`config.mk`:
```
export PLATFORM = sky130hd
export DESIGN_NAME = ifu_pc_gen
export DESIGN_NICKNAME = d
export VERILOG_FILES = /design/src/rtl/ifu_pc_gen_pkg.sv /design/src/rtl/ifu_redir_arb.sv /design/src/rtl/ifu_pc_gen.sv
export SDC_FILE = /design/constraint.sdc
export NUM_CORES = 1
export LEC_CHECK = 0
export ABC_AREA = 1
export BUFFER_PORTS_ARGS = -buffer_cell sky130_fd_sc_hd__buf_2
export CAP_MARGIN = 20
export CORE_MARGIN = 5
export CORE_UTILIZATION = 40
export DETAILED_ROUTE_END_ITERATION = 12
export HOLD_SLACK_MARGIN = 0.08
export PLACE_DENSITY = 0.7
export SYNTH_ARGS = -nofsm -noshare
export SYNTH_HDL_FRONTEND = slang
export SYNTH_SLANG_ARGS = --single-unit
```
`constraint.sdc`:
```
create_clock -name clk -period 2.55 [get_ports clk]
set_clock_uncertainty 0.1 [all_clocks]
set_input_delay 0.1275 -clock clk [delete_from_list [all_inputs] [get_ports clk]]
set_output_delay 0.1275 -clock clk [all_outputs]
set_load 0.005 [all_outputs]
```
`src/rtl/ifu_pc_gen_pkg.sv`:
```
// ifu_pc_gen_pkg: shared types and constants for the IFU PC generator.
//   pc_state_e          - BOOT / RUN / FAULT state encoding
//   DEFAULT_RESET_ADDR  - default PC after reset
//   INSTR_ALIGN_BITS    - low address bits that must be zero for an aligned instruction
//   blk_off_mask()      - byte-offset mask of a fetch block (FETCH_BYTES-1)
package ifu_pc_gen_pkg;

    typedef enum logic [1:0] {
        ST_BOOT  = 2'd0,
        ST_RUN   = 2'd1,
        ST_FAULT = 2'd2
    } pc_state_e;

    localparam logic [31:0] DEFAULT_RESET_ADDR = 32'h0000_0000;
    localparam int unsigned INSTR_ALIGN_BITS   = 2;

    // Offset-within-block mask; the block base is pc & ~blk_off_mask(FETCH_BYTES).
    function automatic int unsigned blk_off_mask(input int unsigned fetch_bytes);
        return fetch_bytes - 1;
    endfunction

endpackage

```
`src/rtl/ifu_redir_arb.sv`:
```
// ifu_redir_arb: fixed-priority redirect arbiter, channel 0 highest priority.
//   valid      in   per-channel request
//   addr       in   packed targets, channel k at [k*ADDR_W +: ADDR_W]
//   grant      out  one-hot winner (zero when no request)
//   any_valid  out  OR of all requests
//   target     out  winner's target address
// Purely combinational.
module ifu_redir_arb #(
    parameter int unsigned N_REDIR = 3,
    parameter int unsigned ADDR_W  = 32
) (
    input  logic [N_REDIR-1:0]        valid,
    input  logic [N_REDIR*ADDR_W-1:0] addr,
    output logic [N_REDIR-1:0]        grant,
    output logic                      any_valid,
    output logic [ADDR_W-1:0]         target
);

    // Scan from lowest to highest priority so the lowest valid index wins last.
    always_comb begin
        grant  = '0;
        target = '0;
        for (int k = int'(N_REDIR) - 1; k >= 0; k--) begin
            if (valid[k]) begin
                grant    = '0;
                grant[k] = 1'b1;
                target   = addr[k*ADDR_W +: ADDR_W];
            end
        end
    end

    assign any_valid = |valid;

endmodule

```
`src/rtl/ifu_pc_gen.sv`:
```
// ifu_pc_gen: IFU next-PC generator with prioritised redirects, valid/ready
// fetch handshake, block-aligned sequential advance and a redirect epoch tag.
//   clk, rst        clock, synchronous active-high reset
//   redir_valid_i   per-channel redirect request (channel 0 highest priority)
//   redir_addr_i    packed redirect targets
//   hold_i          stall; suppresses fetch issue
//   fetch_ready_i   memory port accepts the request
//   fetch_valid_o   fetch request valid (combinational)
//   pc_o            fetch address
//   epoch_o         epoch tag of the current request
//   redir_taken_o   one-hot accepted redirect channel (combinational)
//   misalign_o      misaligned-target fault flag
// Optional macro IFU_PC_ALIGN_CHK_EN: a misaligned redirect target is loaded
// raw and parks the generator in FAULT until the next redirect; otherwise the
// low address bits are cleared on load and misalign_o is tied low.
module ifu_pc_gen
    import ifu_pc_gen_pkg::*;
#(
    parameter int unsigned        ADDR_W      = 32,
    parameter logic [ADDR_W-1:0]  RESET_ADDR  = ADDR_W'(DEFAULT_RESET_ADDR),
    parameter int unsigned        FETCH_BYTES = 4,
    parameter int unsigned        N_REDIR     = 3,
    parameter int unsigned        EPOCH_W     = 3
) (
    input  logic                      clk,
    input  logic                      rst,
    input  logic [N_REDIR-1:0]        redir_valid_i,
    input  logic [N_REDIR*ADDR_W-1:0] redir_addr_i,
    input  logic                      hold_i,
    input  logic                      fetch_ready_i,
    output logic                      fetch_valid_o,
    output logic [ADDR_W-1:0]         pc_o,
    output logic [EPOCH_W-1:0]        epoch_o,
    output logic [N_REDIR-1:0]        redir_taken_o,
    output logic                      misalign_o
);

    localparam logic [ADDR_W-1:0] BLK_MASK   = ~ADDR_W'(blk_off_mask(FETCH_BYTES));
    localparam logic [ADDR_W-1:0] INSTR_MASK = ~ADDR_W'((1 << INSTR_ALIGN_BITS) - 1);
    localparam logic [ADDR_W-1:0] BLK_STEP   = ADDR_W'(FETCH_BYTES);

    pc_state_e           state, state_nxt;
    logic [ADDR_W-1:0]   pc_q, pc_nxt;
    logic [EPOCH_W-1:0]  epoch_q, epoch_nxt;
    logic [N_REDIR-1:0]  grant;
    logic                any_redir;
    logic [ADDR_W-1:0]   redir_tgt;

    ifu_redir_arb #(
        .N_REDIR (N_REDIR),
        .ADDR_W  (ADDR_W)
    ) u_arb (
        .valid     (redir_valid_i),
        .addr      (redir_addr_i),
        .grant     (grant),
        .any_valid (any_redir),
        .target    (redir_tgt)
    );

    assign redir_taken_o = grant;
    assign fetch_valid_o = (state == ST_RUN) & ~hold_i & ~any_redir;
    assign pc_o          = pc_q;
    assign epoch_o       = epoch_q;

`ifdef IFU_PC_ALIGN_CHK_EN
    logic tgt_misaligned;
    assign tgt_misaligned = |(redir_tgt & ~INSTR_MASK);
    assign misalign_o     = (state == ST_FAULT);
`else
    assign misalign_o     = 1'b0;
`endif

    // State, PC and epoch registers.
    always_ff @(posedge clk) begin
        if (rst) begin
            state   <= ST_BOOT;
            pc_q    <= RESET_ADDR;
            epoch_q <= '0;
        end else begin
            state   <= state_nxt;
            pc_q    <= pc_nxt;
            epoch_q <= epoch_nxt;
        end
    end

    // Next state: redirect beats hold, hold beats handshake advance.
    always_comb begin
        state_nxt = state;
        pc_nxt    = pc_q;
        epoch_nxt = epoch_q;
        if (any_redir) begin
            epoch_nxt = epoch_q + EPOCH_W'(1);
`ifdef IFU_PC_ALIGN_CHK_EN
            pc_nxt    = redir_tgt;
            state_nxt = tgt_misaligned ? ST_FAULT : ST_RUN;
`else
            pc_nxt    = redir_tgt & INSTR_MASK;
            state_nxt = ST_RUN;
`endif
        end else begin
            case (state)
                ST_BOOT: state_nxt = ST_RUN;
                ST_RUN: begin
                    // Mid-block targets fetch their partial block once, then realign.
                    if (fetch_valid_o && fetch_ready_i)
                        pc_nxt = (pc_q & BLK_MASK) + BLK_STEP;
                end
                default: ;
            endcase
        end
    end

endmodule

```
==> flow_metrics.tcl <==
set metrics [dict create \
    die_area_mm2 0.00888 \
    drt_iter0_drc 234 \
    grt_pass1_vias 3389 \
    num_io_pins 143 \
    setup_viol 0 \
    finalHoldViolations 0 \
    htree_levels 2 \
    cellLeakagePower_nw 1.91 \
    post_cts_buffers 0 \
    r2r_end "pc_o[2]" \
    critPathMaxFanout 12 \
    worstSkewPairLatency_ps 290 \
    port_buffers 133 \
    vias 3628 \
    cts_root_buf "clkbuf_8" \
    overflow 0 \
    r2r_cells 8 \
    initial_core_util_pct 41.3 \
    crit_type "flip-flop to flip-flop" \
    yosys_register_bits 34 \
    antennaDiodeCount 0 \
    cts_buffers 5 \
    synth_area_leader_cell "dfxtp_1" \
    synthesis.area_mm2 0.00284 \
    fin_tns_setup_ps 0 \
    cp-startpoint "state[0]" \
    synth-seq-area-share_pct 24.0 \
    relSlewSlack_pct 46.1 \
    synthCells 504 \
    endpoint "pc_o[2]" \
    core_mm2 0.00687 \
    yosysWarningCount 0 \
    clock-sinks 34 \
    drcViolationCount 0 \
    viasPerCell 4.90 \
    r2r_start "state[0]" \
    fmax_mhz 479 \
    drive_gt1_share_pct 24.1 \
    antenna_found_initial 0 \
    finalCritPeriodShare_pct 81.8 \
    report.final.slew_viol_count 0 \
    track_usage_pct 22.7 \
    reg2reg_slack_ps 460 \
    clk_pin_slew_ps 80 \
    drv_cap 0 \
    hold_slack_ps 74.2 \
    peakVddDrop_mv 0.173 \
    fp.dieW_um 94.2 \
    crit_required_ps 2690 \
    wirelength_um 10000 \
    hp-class "primary input to flip-flop" \
    status "completed" \
    syn2layout_area_growth_pct 33.8 \
    cts_tree "yes" \
    synth.area.top_cells "dfxtp_1 (24%), nand2_1 (22%), nor2_1 (8.2%), inv_1 (7.1%), nand3_1 (7.1%)" \
    yosysTopAreaCellShare_pct 24.0 \
    grt_pass1_wl_um 16200 \
    dr.pass1.iters 4 \
    finalPower_mw 1.52 \
    die_y_um 94.2 \
    num-nets-final 748 \
    worst_pin_slew_ps 807 \
    globalplace.congestion 0.967 \
    synth.distinct_cells 35 \
    hpwlAfterDp_um 7770 \
    rsz0062_at_grt "false" \
    clockBufferDepth 2 \
    syn_area_per_cell_um2 5.63 \
    period_needed_ps 2090 \
    utilization_pct 55.3 \
    cp-start-kind "flip-flop" \
    fp-row-count 30 \
    cp.arrival_ps 2220 \
    wl_per_cell_um 13.6 \
    power_density_mw_per_mm2 401 \
    cp-end-kind "flip-flop" \
    grt_max_degree 34 \
    ant_nets 0 \
]
-- metrics by stage --
step | instances | cell area (µm²) | setup slack, ps
final | 740 | 3800 | 464
after global routing | 740 | 3800 | 341
after detailed placement | 717 | 3540 | 623
after CTS | 740 | 3800 | 498
after floorplan | 506 | 2850 | 1000
after global placement | 717 | 3540 | 643
-- critical path, cell delays in order (launching register included) --
cell	delay, ps
dfxtp_1	310
inv_1	100
nor2_1	50
nand2_1	180
inv_1	150
nor2_4	290
nand2_1	90
a31oi_1	180
dlygate4sd3_1	580
-- cell usage after synthesis, drive strengths merged --
master  instances
nand2         167
nor2           65
inv            56
nand3          40
o21ai          39
dfxtp          34
a21oi          29
buf            15
a211oi         10
nor3            8
o211ai          8
clkbuf          6
a31oi           5
nand4           5
xor2            5
clkinv          2
ha              2
nand3b          2
a21boi          1
and2            1
and3            1
conb            1
o21a            1
xnor2           1
-- per-layer routing --
layer,global-route usage [%],part of all wire (%)
met5,0,0
met4,5.17,1.1
met3,3.13,6.7
met2,37.5,46
met1,31.1,46
-- cell usage in the layout, fill, tap and decap left out --
cell type and count:
nand2_1 164, buf_2 133, nor2_1 62, inv_1 54
nand3_1 40, o21ai_0 36, dfxtp_1 34, a21oi_1 29
dlygate4sd3_1 15, a211oi_1 10, o211ai_1 8, nor3_1 6
nand4_1 5, xor2_1 5, a31oi_1 5, clkbuf_8 5
nor2_4 3, clkinv_2 3, o21ai_1 3, conb_1 3
buf_4 3, nand2_2 2, inv_2 2, nand3b_1 2
ha_1 2, nand2_4 1, nor3_4 1, nor3_2 1
clkinv_1 1, and2_1 1, and3_1 1, a21boi_0 1
o21a_1 1, xnor2_1 1, bufinv_16 1
-- what timing repair did --
action	4_1_cts	5_1_grt
gates resized for setup	0	0
hold endpoints to repair	15	0
hold buffers	15	0
-- how the worst min path moves through the flow --
| stage | to | depth (start not counted) | start |
|---|---|---|---|
| after floorplan | pc_o[2] | 1 | rst |
| after global placement | pc_o[2] | 2 | rst |
| after detailed placement | pc_o[2] | 2 | rst |
| after CTS | pc_o[7] | 3 | redir_addr_i[71] |
| after global routing | pc_o[5] | 5 | redir_addr_i[5] |
| final | pc_o[29] | 5 | redir_addr_i[93] |
-- registers in the layout (all words and copies together), names as in the netlist --
| register | count |
|---|---|
| state | 1 |
| pc_o | 30 |
| epoch_o | 3 |
-- power breakdown --
group	internal (mW)	total [mW]	switching, mW
Combinational	0.177	0.376	0.199
Sequential	0.575	0.638	0.0629
Clock	0.288	0.509	0.221
-- logic make-up (layout without fill, tap and decap cells) --
logic type / Yosys count / after routing / share of synthesized area, %
buffers and inverters: 79 / 217 / 11.8
adders and majority gates: 2 / 2 / 0.881
and+or+nand+nor: 289 / 289 / 43.0
xor gates and xnor gates: 6 / 6 / 1.85
DFF: 34 / 34 / 24.0
other: 1 / 3 / 0.132
AOI/OAI and AO/OA: 93 / 93 / 18.4
-- cell type report --
| type | instances | area, µm² |
|---|---|---|
| Fill cell | 714 | 3070 |
| Multi-Input combinational cell | 393 | 1830 |
| Timing Repair Buffer | 151 | 838 |
| Sequential cell | 34 | 681 |
| Inverter | 58 | 219 |
| Tap cell | 96 | 120 |
| Clock buffer | 5 | 68.8 |
| Clock inverter | 3 | 40.0 |
(Power assumes the default switching activity.)
